File: config.mk
export PLATFORM = sky130hd
export DESIGN_NAME = stream_demux
export DESIGN_NICKNAME = d
export VERILOG_FILES = /design/src/rtl/demux_pkg.sv /design/src/rtl/stream_slot.sv /design/src/rtl/stream_demux.sv
export SDC_FILE = /design/constraint.sdc
export NUM_CORES = 1
export LEC_CHECK = 0
export CAP_MARGIN = 20
export CORE_MARGIN = 1.5
export CORE_UTILIZATION = 45
export DETAILED_ROUTE_END_ITERATION = 7
export GPL_TIMING_DRIVEN = 0
export HOLD_SLACK_MARGIN = 0.15
export PLACE_DENSITY = 0.79
export REMOVE_ABC_BUFFERS = 1
export SETUP_SLACK_MARGIN = 0.3
export SLEW_MARGIN = 30
export SYNTH_ARGS = -nofsm -noshare
export SYNTH_HDL_FRONTEND = slang
export SYNTH_SLANG_ARGS = --single-unit
File: constraint.sdc
create_clock -name i_clk -period 2.2 [get_ports i_clk]
set_clock_uncertainty 0.2 [all_clocks]
set_input_delay 0.33 -clock i_clk [delete_from_list [all_inputs] [get_ports i_clk]]
set_output_delay 0.33 -clock i_clk [all_outputs]
set_load 0.01 [all_outputs]
File: src/rtl/demux_pkg.sv
// demux_pkg: constants and types shared by the demux/arbiter blocks
package demux_pkg;
    localparam int DROP_CNT_W = 16;
    typedef logic [DROP_CNT_W-1:0] drop_cnt_t;
endpackage

File: src/rtl/stream_slot.sv
// stream_slot: one-entry valid/ready buffer that refills on the cycle it drains
module stream_slot #(
    parameter int DATA_WIDTH = 32
) (
    input  logic                  clk_i,
    input  logic                  rst_i,
    input  logic                  flush_i,
    input  logic                  in_valid_i,
    output logic                  in_ready_o,
    input  logic [DATA_WIDTH-1:0] in_data_i,
    output logic                  out_valid_o,
    input  logic                  out_ready_i,
    output logic [DATA_WIDTH-1:0] out_data_o
);
    logic                  full_q, full_d;
    logic [DATA_WIDTH-1:0] data_q, data_d;
    logic                  load;

    assign in_ready_o  = !full_q || out_ready_i;
    assign load        = in_valid_i && in_ready_o && !flush_i;
    assign out_valid_o = full_q;
    assign out_data_o  = data_q;

    // flush wins over load and drain; a load in the draining cycle keeps the slot full
    always_comb begin
        full_d = flush_i ? 1'b0 : load ? 1'b1 : (full_q && out_ready_i) ? 1'b0 : full_q;
        data_d = load ? in_data_i : data_q;
    end

    // slot state register
    always_ff @(posedge clk_i) begin
        if (rst_i) begin
            full_q <= 1'b0;
            data_q <= '0;
        end else begin
            full_q <= full_d;
            data_q <= data_d;
        end
    end
endmodule

File: src/rtl/stream_demux.sv
// stream_demux: routes one input stream to per-channel one-entry buffers, dropping bad selects
module stream_demux
    import demux_pkg::*;
#(
    parameter int NUM_OUTPUTS = 5,
    parameter int DATA_WIDTH  = 32,
    localparam int SEL_W      = $clog2(NUM_OUTPUTS)
) (
    input  logic                                  i_clk,
    input  logic                                  i_rst,
    input  logic                                  i_enable,
    input  logic                                  i_flush,
    input  logic                                  i_valid,
    output logic                                  o_ready,
    input  logic [SEL_W-1:0]                      i_select,
    input  logic [DATA_WIDTH-1:0]                 i_data,
    output logic [NUM_OUTPUTS-1:0]                o_valid,
    input  logic [NUM_OUTPUTS-1:0]                i_ready,
    output logic [NUM_OUTPUTS-1:0][DATA_WIDTH-1:0] o_data,
    output logic                                  o_err,
    output logic [DROP_CNT_W-1:0]                 o_drop_count
);
    logic [NUM_OUTPUTS-1:0] slot_ready;
    logic                   sel_ok, sel_ready, accept;
    logic                   err_q, err_d;
    drop_cnt_t              cnt_q, cnt_d;

    assign sel_ok       = {1'b0, i_select} < (SEL_W + 1)'(NUM_OUTPUTS);
    assign sel_ready    = sel_ok ? slot_ready[i_select] : 1'b1;
    assign o_ready      = !i_rst && i_enable && !i_flush && sel_ready;
    assign accept       = i_valid && o_ready;
    assign o_err        = err_q;
    assign o_drop_count = cnt_q;

    for (genvar k = 0; k < NUM_OUTPUTS; k++) begin : g_slot
        stream_slot #(.DATA_WIDTH(DATA_WIDTH)) u_slot (
            .clk_i      (i_clk),
            .rst_i      (i_rst),
            .flush_i    (i_flush),
            .in_valid_i (accept && sel_ok && (i_select == SEL_W'(k))),
            .in_ready_o (slot_ready[k]),
            .in_data_i  (i_data),
            .out_valid_o(o_valid[k]),
            .out_ready_i(i_ready[k]),
            .out_data_o (o_data[k])
        );
    end

    // an accepted out-of-range select pulses err and bumps the saturating counter
    always_comb begin
        err_d = accept && !sel_ok;
        cnt_d = (err_d && cnt_q != '1) ? cnt_q + DROP_CNT_W'(1) : cnt_q;
    end

    // drop tracking registers
    always_ff @(posedge i_clk) begin
        if (i_rst) begin
            err_q <= 1'b0;
            cnt_q <= '0;
        end else begin
            err_q <= err_d;
            cnt_q <= cnt_d;
        end
    end
endmodule
Word-level counts from Yosys, hierarchy flattened. Cells that the tools add are included.

Register bits: 182. Word-level logic and storage cells: 80.

Add/subtract/negate cells: 1. $lt $le $gt $ge: 2. Eq/ne operators: 5. Muxes and demuxes: 13. Reduce and logical (&&, ||, !) cells: 47.

Operators by type and width (number): $logic_and 1x1->1 (27); $add 16x1->16 const B (1); $ne 16x16->1 const B (1); $mux 1 (12); $reduce_bool 2->1 (5); $logic_not 1->1 (8); $eq 3x2->1 const B (2); $logic_or 1x1->1 (5); $lt 3x4->1 const B (1); $bmux 1 s3 (1); $eq 3x1->1 const B (1); $eq 3x3->1 const B (1); $logic_not 3->1 (1); $lt 3x3->1 const B (1); $reduce_or 2->1 (1).

Depth between registers and ports, before layout. Gate-level depths: netlist (run 1).

Word-level depth: 12. Depth in mapped cells: 8. Depth with buffers taken out: 6.

By module. A second synthesis (run 1) with hierarchy kept.

Cell total of the unflattened synthesis: 844. Area, all modules: 8578.2 um2.

Modules (own cells, without submodules): stream_slot (instances 5, cells each 145, area an instance 1519.0 um2, sequential area each 660.6 um2); stream_demux (instances 1, cells each 119, area an instance 983.4 um2, sequential area each 340.3 um2).

Least setup slack after synthesis (run 1). Ideal clock, no wire load.

Path kind: input to register. Start point: in i_rst. End point: reg cnt_q[9] (netlist: o_drop_count[9]). Library setup time: 0.123 ns. Arrival: 1.647 ns. Data required time: 1.877 ns. Setup slack: 0.230 ns. Stages on the path: 7. Path buffers: 2. Cell sequence: buf_6 nand4bb_4 a31oi_1 o41ai_2 buf_6 nor4_1 mux2_1.

Word-level cells in the longest chain between the ends: 7.

RTL lines: start: declaration (line stream_demux.sv:10) `input logic i_rst,`; $logic_not 1->1 (line stream_demux.sv:30) `assign o_ready = !i_rst && i_enable && !i_flush && sel_ready;`; $logic_and 1x1->1 (3 in series) (line stream_demux.sv:30); $logic_and 1x1->1 (line stream_demux.sv:31) `assign accept = i_valid && o_ready;`; $logic_and 1x1->1 (line stream_demux.sv:51) `err_d = accept && !sel_ok;`; $logic_and 1x1->1 (line stream_demux.sv:52) `cnt_d = (err_d && cnt_q != '1) ? cnt_q + DROP_CNT_W'(1) : cnt_q;`; end signal: assignment (line stream_demux.sv:62) `cnt_q <= cnt_d;`; end: declaration (line stream_demux.sv:26) `drop_cnt_t cnt_q, cnt_d;`.

Parallel ways exist; a longest one is shown, timed or not. A chain may end at the register's enable or synchronous reset.

Worst setup path in the final report (run 1).
Start point: reg g_slot[1].u_slot.full_q. End point: out o_ready.

Word-level cells in the longest chain between the ends: 6.

RTL lines: start: declaration (line stream_slot.sv:15) `logic full_q, full_d;`; start signal: assignment (line stream_slot.sv:36) `full_q <= full_d;`; $logic_not 1->1 (line stream_slot.sv:19) `assign in_ready_o = !full_q || out_ready_i;`; $logic_or 1x1->1 (line stream_slot.sv:19); $bmux 1 s3 (line stream_demux.sv:29) `assign sel_ready = sel_ok ? slot_ready[i_select] : 1'b1;`; $mux 1 (implied by the code) (line stream_demux.sv:29); $mux 1 (line stream_demux.sv:29); $logic_and 1x1->1 (line stream_demux.sv:30); end: declaration (line stream_demux.sv:14) `output logic o_ready,`.

No other way between the ends. The select of a mux whose other input is x is not followed.

==> qor.yml, run 1 <==
status: "finished with violations"
violations: "setup timing"
reg2reg_depth: 8
path_cells: "nand2b_4 > and3b_2 > nor4_2 > nor4bb_1 > buf_2"
p_total_uw: 6850
num_io_pins: 228
coreArea_um2: 14500
syn_to_final_growth_pct: 57.6
dpl-instance-area_um2: 9230
grt_max_degree: 109
place_hpwl_um: 13400
rows: 44
whs_endpoint: "g_slot[3].u_slot.out_data_o[2]$_SDFFE_PP0P_"
setup-tns-final_ps: -38.7
max_cap_violations: 0
pwr_density_cell_nw_per_um2: 648
vias: 7041
hold_depth: 3
ant_nets: 0
slew_headroom_pct: 66.9
slew_violations: 0
grt_usage_pct: 26.7
min-delay-start: "i_rst"
critPathLaunchType: "flop"
critPathMaxStageDelay_ps: 350
regToRegSetupSlack_ps: 90
setup_violations: 1
htreeDepth: 4
drt_pass1_iterations: 5
ys.flop_type: "dfxtp_1"
diodes: 0
drive_above_1_share_pct: 13.0
syn_avg_cell_area_um2: 7.96
initial_core_util_pct: 46.2
fp.dieH_um: 125
cts_buffers: 17
syn_area_um2: 6710
final_common_cell: "nand2_1"
cts_root_buffer: "clkbuf_16"
synth-seq-cells: 182
synth_edf_count: 0
viasPerCell: 5.50
p_sw_uw: 1560
rsz0062_at_grt: "true"
async_reset_ff_share_pct: 0
worst_pin_slew_ps: 490
comb_power_share_pct: 5.2
layout_setup_ws_ps: -38.7
clk_pin_slew_ps: 70
hold_ws_ps: 151
pwr-share-seq_pct: 48.3
timing.rr.end: "o_drop_count[15]$_SDFFE_PP0P_"
antenna_found_initial: 0
irDropWorstVdd_mv: 0.509
clockBufferDepth: 2
cts_sinks: 182
wire_per_inst_um: 18.8
p_int_uw: 5290
yosysWarnings: 0
fmax_mhz: 447
total_leakage_power_uw: 0.00428
ys_seq_area_share_pct: 54.3
critical_path_required_ps: 1670
slowest_stage: "nor4bb_1"
grt_pass1_vias: 5991
yosysUniqueCellTypes: 38
hold_violations: 0
period_needed_ps: 2240
routed_wl_um: 24000
worst_setup_path_end_kind: "output port"
clk_latency_ps: 430
drc: 0
io_buffers: 227
grt_pass1_wl_um: 33100
post-route-period-util_pct: 102
swShare_pct: 22.7
die-area_um2: 15700
first_iter_violations: 500
clock_power_share_pct: 46.5
criticalPathCategory: "flop to output port"
worstPathMaxFanout: 4
syn_inst: 843
cts_tree: "done"
fin_nets: 1129
gp_congestion: 0.847
stdcell_area_um2: 10600
die_x_um: 125
reg2reg_from: "g_slot[1].u_slot.out_valid_o$_SDFFE_PP0P_"
final_cell_mix: "nand2_1 (324), a21oi_1 (169), dfxtp_1 (168), clkdlybuf4s50_1 (168), dlymetal6s2s_1 (39)"
cp_data_arrival_time_ps: 1710
grt_overflow: 0
min_path_type: "input port to flop"
==> worst max path at each step <==
stage / start / to / slack (ps)
after detailed placement: i_select[1] / o_ready / -820
after CTS: i_enable / g_slot[0].u_slot.out_data_o[8]$_SDFFE_PP0P_ / -8
after global routing: g_slot[3].u_slot.out_valid_o$_SDFFE_PP0P_ / o_ready / -100
after global placement: i_rst / g_slot[4].u_slot.out_data_o[19]$_SDFFE_PP0P_ / -6270
after floorplan: o_drop_count[0]$_SDFFE_PP0P_ / o_drop_count[9]$_SDFFE_PP0P_ / -290
final: g_slot[1].u_slot.out_valid_o$_SDFFE_PP0P_ / o_ready / -40
==> layer usage <==
metal | vias up | part of all wire [%] | wire, um | GRT usage [%]
li1 | 3274 | - | - | -
met1 | 3333 | 42 | 9980 | 35.0
met2 | 372 | 47 | 11300 | 41.6
met3 | 62 | 8.3 | 1990 | 7.83
met4 | 0 | 3.1 | 753 | 10.6
met5 | - | 0 | 0 | 0
==> cell type report <==
class,count,area (um^2)
fill,1057,3960
clock inverter,14,169
timing repair buffer,286,3080
sequential,182,3670
clock buffer,18,439
tap,184,230
inverter,1,3.75
multi-input combinational,595,2990
==> worst max-delay path, delay by kind of cell (launching register included) <==
family                 cells  cell delay, ps
AND/OR/NAND/NOR            4             730
buffers and inverters      1             200
flip-flops                 1             340
==> cell families (layout without fill, tap and decap cells) <==
family	count (synthesis)	after routing	share of synthesized area (%)
AO/OA/AOI/OAI	191	192	14.9
XOR/XNOR	3	3	0.392
adder cells (fa/ha/maj)	1	1	0.186
buffers and inverters	67	319	4.70
flip-flops	182	182	54.3
multiplexers	2	2	0.336
AND/OR/NAND/NOR	397	397	25.1
==> metrics by stage <==
stage	util, %	worst slack, ps	instances
5_1_grt	72.8	-98.4	1280
6_report	72.8	-38.7	1280
3_5_place_dp	63.5	-823	1203
2_1_floorplan	-	-294	777
3_3_place_gp	61.2	-6270	1188
4_1_cts	68.8	-7.55	1247
==> power groups by stage <==
stage / Combinational [uW] / Clock [uW] / Sequential [uW]
floorplan: 45.6 / 0 / 3390
global placement: 270 / 0 / 3390
detailed placement: 282 / 0 / 3390
CTS: 293 / 3200 / 3310
global route: 372 / 3350 / 3310
finish: 357 / 3190 / 3310
==> Yosys cell counts, types with 2 or more instances <==
master	n	area (um^2)
nand2_1	326	1220
dfxtp_1	182	3640
a21oi_1	175	876
clkbuf_1	42	158
buf_2	15	75.1
nand3_1	10	50.1
nand4_1	10	62.6
nor2_1	10	37.5
o31ai_1	9	67.6
or4_1	8	60.1
buf_4	6	45.0
nand2b_1	5	31.3
and3_1	4	25.0
nor2b_1	4	25.0
and2_1	3	18.8
and4_1	3	26.3
buf_6	3	33.8
nor4_1	3	18.8
xnor2_1	3	26.3
a31oi_1	2	12.5
mux2_1	2	22.5
nor4bb_1	2	20.0
==> flip-flops by register name, summed over array words and instances (netlist names) <==
signal and flops:
g_slot.u_slot.out_data_o 160, g_slot.u_slot.out_valid_o 5, o_drop_count 16, o_err 1
==> repair_timing <==
item / in CTS / in global routing
gates resized for setup: 50 / 79
cloned: 2 / 3
hold buffers: 0 / 7
endpoints found under the hold margin: 0 / 104
pin swaps: 8 / 20
setup buffers: 10 / 23
endpoints found under the setup margin: 187 / 211
Note: power is estimated with default switching activity, not from simulation.
==> inputs of run 2 (changes only) <==
==> constraint.sdc (replaced) <==
create_clock -name i_clk -period 2.69 [get_ports i_clk]
set_clock_uncertainty 0.2 [all_clocks]
set_input_delay 0.4035 -clock i_clk [delete_from_list [all_inputs] [get_ports i_clk]]
set_output_delay 0.4035 -clock i_clk [all_outputs]
set_load 0.01 [all_outputs]
==> qor.yml, run 2 (same netlist as run 1, synthesis figures left out) <==
dp.cells: 1203  # unchanged
cts_tree: "done"
irDropWorstVdd_mv: 0.413  # -19%
final_cell_mix: "nand2_1 (324), clkdlybuf4s50_1 (219), dfxtp_1 (182), a21oi_1 (175), clkbuf_16 (17)"
diodes: 0  # unchanged
total_leakage_power_uw: 0.00330  # -23%
rsz0062_at_grt: "true"
critPathMaxStageDelay_ps: 440  # +90 ps
cp_data_arrival_time_ps: 1740  # +30 ps
drc: 0  # unchanged
regToRegSetupSlack_ps: 370  # +280 ps
wire_per_inst_um: 16.8  # -11%
path_cells: "clkdlybuf4s50_1 > nand2b_1 > and2_4 > nor4_2 > nor4bb_1 > buf_2"
syn_to_final_growth_pct: 48.5
die_x_um: 125  # unchanged
drive_above_1_share_pct: 7.45  # -5.6 points
clk_latency_ps: 430  # about the same
criticalPathCategory: "input port to output port"
viasPerCell: 5.33  # -3.1%
grt_pass1_wl_um: 32200  # -2.7%
seq_area_um2: 3640  # -0.61%
num-fill-cells: 1184  # +12%
fmax_mhz: 427
worstPathMaxFanout: 4  # unchanged
first_iter_violations: 400  # -20%
whs_endpoint: "g_slot[3].u_slot.out_valid_o$_SDFFE_PP0P_"
fp.dieH_um: 125  # unchanged
critical_path_required_ps: 2090  # +420 ps
drt_pass1_iterations: 6  # +1
final-instance-count-excl-fill: 1245  # -2.7%
period_needed_ps: 2340
initial_core_util_pct: 46.2  # unchanged
min_path_type: "input port to flop"
num_io_pins: 228  # unchanged
grt_overflow: 0  # unchanged
wl_met2_um: 9640  # -15%
place_hpwl_um: 13400  # unchanged
vias: 6633  # -5.8%
rows: 44  # unchanged
coreArea_um2: 14500  # unchanged
wl_met3_um: 1770  # -11%
clk_pin_slew_ps: 60  # about the same
cts_buffers: 17  # unchanged
status: "finished clean"
clockBufferDepth: 2  # unchanged
cts_root_buffer: "clkbuf_16"
htreeDepth: 4  # unchanged
cts_sinks: 182  # unchanged
multiInputGateArea_um2: 2850  # -4.6%
min-delay-start: "i_ready[3]"
setup_violations: 0  # -1
path_buf_inv: 2  # +1
worst_pin_slew_ps: 925  # +435 ps
slew_headroom_pct: 37.7  # -29 points
critPathLaunchType: "input port"
p_total_uw: 5540  # -19%
reg2reg_depth: 6  # -2
wl_met1_um: 9030  # -9.5%
fin_nets: 1094  # -3.1%
io_buffers: 227  # unchanged
max_cap_violations: 0  # unchanged
setup-tns-final_ps: 0  # +38.7 ps
gp_congestion: 0.847  # unchanged
final_common_cell: "nand2_1"
grt_max_degree: 109  # unchanged
routed_wl_um: 20900  # -13%
timing.rr.end: "o_drop_count[3]$_SDFFE_PP0P_"
grt_pass1_vias: 5846  # -2.4%
cp_top_family: "simple AND/OR/NAND/NOR gates"
worst_setup_path_end_kind: "output port"
slowest_stage: "clkdlybuf4s50_1"
ant_nets: 0  # unchanged
slew_violations: 0  # unchanged
reg2reg_from: "g_slot[2].u_slot.out_valid_o$_SDFFE_PP0P_"
largest_reg_flops: 160  # unchanged
highest_layer: "met4"
pwr_density_cell_nw_per_um2: 556  # -14%
antenna_found_initial: 0  # unchanged
die-area_um2: 15700  # unchanged
post-route-period-util_pct: 87.1
hold_depth: 3  # unchanged
grt_usage_pct: 25.9  # -0.83 points
hold_violations: 0  # unchanged
## run 2: what timing repair did
item | CTS | global route
pin swaps | 5 | 4
endpoints found under the hold margin | 0 | 1
endpoints found under the setup margin | 3 | 30
buffers inserted | 2 | 6
hold buffers | 0 | 1
resized for setup | 15 | 7
gates cloned | 0 | 1
## run 2: layout make-up
type	instances	area share, %
Sequential cell	182	36.6
Clock buffer	18	4.41
Clock inverter	14	1.70
Inverter	1	0.0377
Timing Repair Buffer	251	26.4
Multi-Input combinational cell	595	28.6
Tap cell	184	2.31
## run 2: worst register-to-register path, delay by kind of cell, from the launching register on
kind                   cells  cell delay [ps]
AOI/OAI and AO/OA          3             1160
buffers and inverters      1              140
DFF                        1              390
and+or+nand+nor            2              290
## run 2: routing by layer
layer	global-route usage, %	vias up
li1	-	3206
met1	34.2	3102
met2	40.1	293
met3	8.13	32
met4	9.16	0
met5	0	-
## run 2: power by group
group,internal [uW],leakage (uW),total (uW),switching [uW]
Combinational,109,0.00154,246,137
Clock,1500,0.000298,2590,1090
Sequential,2700,0.00147,2710,5.51
## run 2: how the worst max path moves through the flow
stage | slack (ps) | from | cells past startpoint | to
2_1_floorplan | 180 | i_ready[2] | 5 | o_drop_count[9]$_SDFFE_PP0P_
3_3_place_gp | -5850 | i_rst | 5 | g_slot[4].u_slot.out_data_o[19]$_SDFFE_PP0P_
3_5_place_dp | -480 | i_select[1] | 6 | o_ready
4_1_cts | 290 | i_ready[0] | 6 | o_drop_count[9]$_SDFFE_PP0P_
5_1_grt | 280 | i_ready[0] | 6 | o_ready
6_report | 350 | i_ready[0] | 6 | o_ready
## run 2: through the flow
stage	hold slack (ps)	instance area [um^2]	worst slack [ps]	util [%]
after floorplan	273	6400	180	-
after global placement	241	8900	-5850	61.2
after detailed placement	245	9230	-480	63.5
after CTS	249	9880	291	68.0
after global routing	218	9960	284	68.5
final	157	9960	348	68.5
==> inputs of run 3 (changes only) <==
--- a/config.mk
+++ b/config.mk
@@ -7,11 +7,10 @@
 export LEC_CHECK = 0
 export CAP_MARGIN = 20
 export CORE_MARGIN = 1.5
-export CORE_UTILIZATION = 45
+export CORE_UTILIZATION = 30
 export DETAILED_ROUTE_END_ITERATION = 7
 export GPL_TIMING_DRIVEN = 0
 export HOLD_SLACK_MARGIN = 0.15
-export PLACE_DENSITY = 0.79
 export REMOVE_ABC_BUFFERS = 1
 export SETUP_SLACK_MARGIN = 0.3
 export SLEW_MARGIN = 30
==> qor.yml, run 3 (same netlist as run 1, synthesis figures left out) <==
drc: 0  # unchanged
critPathLaunchType: "input port"
ant_nets: 0  # unchanged
final_common_cell: "nand2_1"
cts_root_buffer: "clkbuf_16"
cp_data_arrival_time_ps: 2440  # +700 ps
irDropWorstVdd_mv: 0.454  # +10%
largest_reg_flops: 160  # unchanged
grt_max_degree: 105  # -3.7%
clk_latency_ps: 430  # about the same
slew_headroom_pct: 53.7  # +16 points
routed_wl_um: 22700  # +8.8%
gp_congestion: 0.774  # -8.6%
syn_to_final_growth_pct: 51.8
rsz0062_at_grt: "true"
cts_buffers: 17  # unchanged
fin_nets: 1100  # +0.55%
first_iter_violations: 295  # -26%
post-route-period-util_pct: 86.4  # -0.68 points
p_total_uw: 5530  # -0.20%
wl_met1_um: 10800  # +20%
fp.dieH_um: 153  # +22%
setup_violations: 0  # unchanged
initial_core_util_pct: 30.6  # -16 points
slew_violations: 0  # unchanged
die-area_um2: 23300  # +49%
criticalPathCategory: "input port to flop"
rows: 54  # +23%
wl_met3_um: 1380  # -22%
whs_endpoint: "g_slot[3].u_slot.out_valid_o$_SDFFE_PP0P_"
max_cap_violations: 0  # unchanged
regToRegSetupSlack_ps: 510  # +140 ps
worst_setup_path_end_kind: "flop"
reg2reg_depth: 6  # unchanged
hold_violations: 0  # unchanged
clk_pin_slew_ps: 80  # +20 ps
grt_pass1_vias: 5908  # +1.1%
pwr_density_cell_nw_per_um2: 543  # -2.4%
viasPerCell: 4.75  # -11%
htreeDepth: 4  # unchanged
timing.rr.end: "o_drop_count[9]$_SDFFE_PP0P_"
critPathLaunch: "i_flush"
highest_layer: "met4"
drt_pass1_iterations: 5  # -1
grt_pass1_wl_um: 34800  # +8.3%
vias: 6403  # -3.5%
wire_per_inst_um: 16.9  # +0.53%
min-delay-start: "i_ready[3]"
worstPathMaxFanout: 10  # +6
hold_depth: 3  # unchanged
clockBufferDepth: 2  # unchanged
place_hpwl_um: 14600  # +9.0%
setup-tns-final_ps: 0  # unchanged
worst_pin_slew_ps: 694  # -231 ps
fmax_mhz: 430  # +0.79%
antenna_found_initial: 1  # +1
final_core_util_pct: 46.5  # -22 points
total_leakage_power_uw: 0.00334  # +1.2%
io_buffers: 227  # unchanged
final_cell_mix: "nand2_1 (324), clkdlybuf4s50_1 (218), dfxtp_1 (182), a21oi_1 (175), buf_4 (18)"
grt_overflow: 0  # unchanged
drive_above_1_share_pct: 8.15  # +0.71 points
num_io_pins: 228  # unchanged
stdcell_area_um2: 10200  # +2.3%
hold_ws_ps: 141  # -15.8 ps
dpl-instance-area_um2: 9340  # +1.2%
num-fill-cells: 2158  # +82%
reg2reg_from: "o_drop_count[0]$_SDFFE_PP0P_"
cts_sinks: 182  # unchanged
wl_met2_um: 10200  # +6.2%
min_path_type: "input port to flop"
coreArea_um2: 21900  # +51%
critical_path_required_ps: 2810  # +720 ps
cts_tree: "done"
period_needed_ps: 2320  # -18.3 ps
status: "finished clean"
grt_usage_pct: 19.0  # -6.9 points
die_x_um: 153  # +22%
==> run 3: cell count changes in the layout (fill, tap and decap cells not counted), moves of 3 or more <==
cell	change
buf_4	+8
buf_6	-4
clkinv_2	-4
clkinv_8	+4
clkinv_4	+3
==> run 3: area by class of cell <==
type	instances	area, um^2	area share [%]
inverter	1	3.75	0.0369
multi-input combinational	596	2920	28.6
sequential	182	3640	35.8
timing repair buffer	256	2660	26.1
antenna	1	2.50	0.0246
tap	280	350	3.44
clock inverter	15	186	1.83
clock buffer	17	425	4.18
==> run 3: per-layer routing <==
metal	up-vias	global-route usage, %
met5	-	0
met4	0	4.85
met3	18	4.64
met2	185	30.0
met1	2978	25.9
li1	3222	-
==> run 3: where the power goes <==
| part | switching, uW | internal, uW |
|---|---|---|
| clock network | 1230 | 1340 |
| registers | 5.39 | 2700 |
| logic | 148 | 112 |
==> run 3: repair_timing <==
item / 4_1_cts / 5_1_grt
hold buffers: 0 / 2
endpoints found under the hold margin: 0 / 2
setup buffers: 1 / 11
resized for setup: 13 / 17
cloned: 1 / 1
pin swaps: 3 / 7
setup endpoints to repair: 5 / 47
==> run 3: critical path, stage by stage <==
cell and delay [ps]:
clkdlybuf4s50_1 450, nand4bb_4 310, a31oi_2 340, o41ai_4 220, nor4_1 370, mux2_1 350
==> run 3: metrics by stage <==
stage,cells,setup slack [ps]
after floorplan,777,180
after global placement,1284,-6350
after detailed placement,1299,-498
after CTS,1333,230
after global routing,1348,224
final,1348,366
==> run 3: how the worst max path moves through the flow <==
stage | to | slack [ps] | cells past startpoint
final | o_drop_count[9]$_SDFFE_PP0P_ | 370 | 6
after global routing | o_drop_count[9]$_SDFFE_PP0P_ | 220 | 6
after CTS | o_ready | 230 | 6
after detailed placement | o_ready | -500 | 6
after global placement | g_slot[4].u_slot.out_data_o[27]$_SDFFE_PP0P_ | -6350 | 5
after floorplan | o_drop_count[9]$_SDFFE_PP0P_ | 180 | 5
==> variant, RTL diff (settings of run 2) <==
`DATA_WIDTH` is set to 32 in 2 places; all go to 48.
--- a/src/rtl/stream_slot.sv
+++ b/src/rtl/stream_slot.sv
@@ -2,3 +2,3 @@
 module stream_slot #(
-    parameter int DATA_WIDTH = 32
+    parameter int DATA_WIDTH = 48
 ) (
--- a/src/rtl/stream_demux.sv
+++ b/src/rtl/stream_demux.sv
@@ -5,3 +5,3 @@
     parameter int NUM_OUTPUTS = 5,
-    parameter int DATA_WIDTH  = 32,
+    parameter int DATA_WIDTH  = 48,
     localparam int SEL_W      = $clog2(NUM_OUTPUTS)
Interface: changed (resized i_data and o_data); port bits go from 228 to 324. No check against the original RTL was run, so the function may have changed too.
==> variant against run 2 <==
  * Largest cell class unchanged
  * Worst setup slack lost 0.010 ns
  * Area after synthesis grew 45%
  * Sequential cell count grew 80
  * Synthesized cell count grew 37%
  * Sequential power grew 44%
  * Wire length grew 58%
  * Total power grew 49%
  * Critical path type unchanged
  * Final area grew 46%
  * First-iteration DRC count grew 57%
  * Count of clock-buffer cells in the layout grew 22
  * Global-route usage grew 2.1 points
==> variant: results <==
metrics = {
    "synth": {
        "synth_commonest_cells": "dfxtp_1 (262), a21oi_1 (207), nand2_1 (202)",
        "synth-async-reset-ratio_pct": 0,
        "synth_cell_types": 37,
        "syn_inst": 1153,
        "yosys-top-cells-area": "dfxtp_1 (54%), a21oi_1 (11%), nand2_1 (7.8%)",
        "yosysSeqAreaShare_pct": 53.98,
        "ys.flop_type": "dfxtp_1",
    },
    "sta": {
        "slew_headroom_pct": 55.27,
    },
    "routing": {
        "met2_length_um": 16300,
        "routedWlPerCell_um": 18.83,
        "firstDrtPassIters": 5,
        "dr_wl_met3_um": 2587,
        "routed.top_layer": "met4",
        "drt_iter0_drc": 627,
        "met1Wirelength_um": 12780,
        "vias": 9673,
    },
    "final_layout": {
        "final_cells": 1750,
        "drive_gt1_share_pct": 8.542,
        "fin_nets": 1518,
        "diodes": 0,
        "largest_register_ffs": 240,
    },
    "power": {
        "vdd_drop_max_mv": 0.4576,
        "power_leakage_nw": 5.181,
    },
    "clock_tree": {
        "clk_latency_ns": 0.53,
        "numCtsBuffers": 28,
        "cts_buffer_depth": 3,
        "htreeDepth": 1,
    },
    "status": {
        "status": "finished, final reports clean",
    },
    "placement": {
        "portBuffers": 323,
        "hpwl_um": 22040,
        "place.gp.congestion": 0.8027,
        "dpl_worst_slack_ns": -0.4573,
        "placedCellCount": 1689,
        "dpl_cell_area_sq_um": 13400,
    },
    "global_routing": {
        "grt_pass1_vias": 9104,
        "grt.total_usage_pct": 27.95,
        "grt_max_degree": 110,
        "grt_pass1_wl_um": 50070,
    },
    "worst_setup_path": {
        "path_max_fanout": 3,
    },
}
[variant: repair_timing]
| item | 4_1_cts | 5_1_grt |
|---|---|---|
| setup buffers | 7 | 2 |
| hold buffers | 2 | 1 |
| hold endpoints to repair | 49 | 1 |
| pin swaps | 2 | 1 |
| resized for setup | 5 | 12 |
| setup endpoints to repair | 37 | 25 |
[variant: per-layer routing]
layer  vias up  GRT usage (%)
met4         0          12.50
met5         -              0
met1      4641          33.46
met2       392          47.87
met3        72          6.006
li1       4568              -
[variant: kinds of logic (layout without fill, tap and decap cells)]
kind of cell               count (synthesis)  in the layout  synth area share [%]
and+or+nand+nor                          404            404                 18.76
AOI/OAI and AO/OA                        323            323                 17.10
DFF                                      262            262                 53.98
buffers and inverters                    112            434                 4.623
muxes                                     51             51                 5.408
adders and majority gates                  1              1                0.1287
[variant: power breakdown]
group | total (mW) | internal, mW | switching (mW)
logic | 0.406 | 0.163 | 0.243
clock network | 3.94 | 2.41 | 1.54
registers | 3.90 | 3.89 | 0.00697
[variant: area by class of cell]
type                       count  area (sq um)
inverter                       4         15.01
timing repair buffer         381          3846
multi-input combinational    779          4101
clock buffer                  40         827.0
clock inverter                 9         125.1
fill                        1582          6581
tap                          275         344.1
sequential                   262          5248
[variant: worst paths after layout]
path,start,end,slack [ns],depth (start not counted)
hold / removal,i_rst,g_slot[4].u_slot.out_data_o[19],0.18,3
hold reg to reg,g_slot[0].u_slot.out_data_o[3],g_slot[0].u_slot.out_data_o[3],0.25,2
setup reg to reg,o_drop_count[1],o_drop_count[14],0.43,5
setup / recovery,i_ready[2],o_ready,0.34,6
[variant: worst max-delay path: stages]
cell	delay, ns
clkdlybuf4s50_1	0.39
nand2b_1	0.18
mux4_2	0.47
o21ai_2	0.12
nor3b_1	0.06
clkbuf_2	0.12
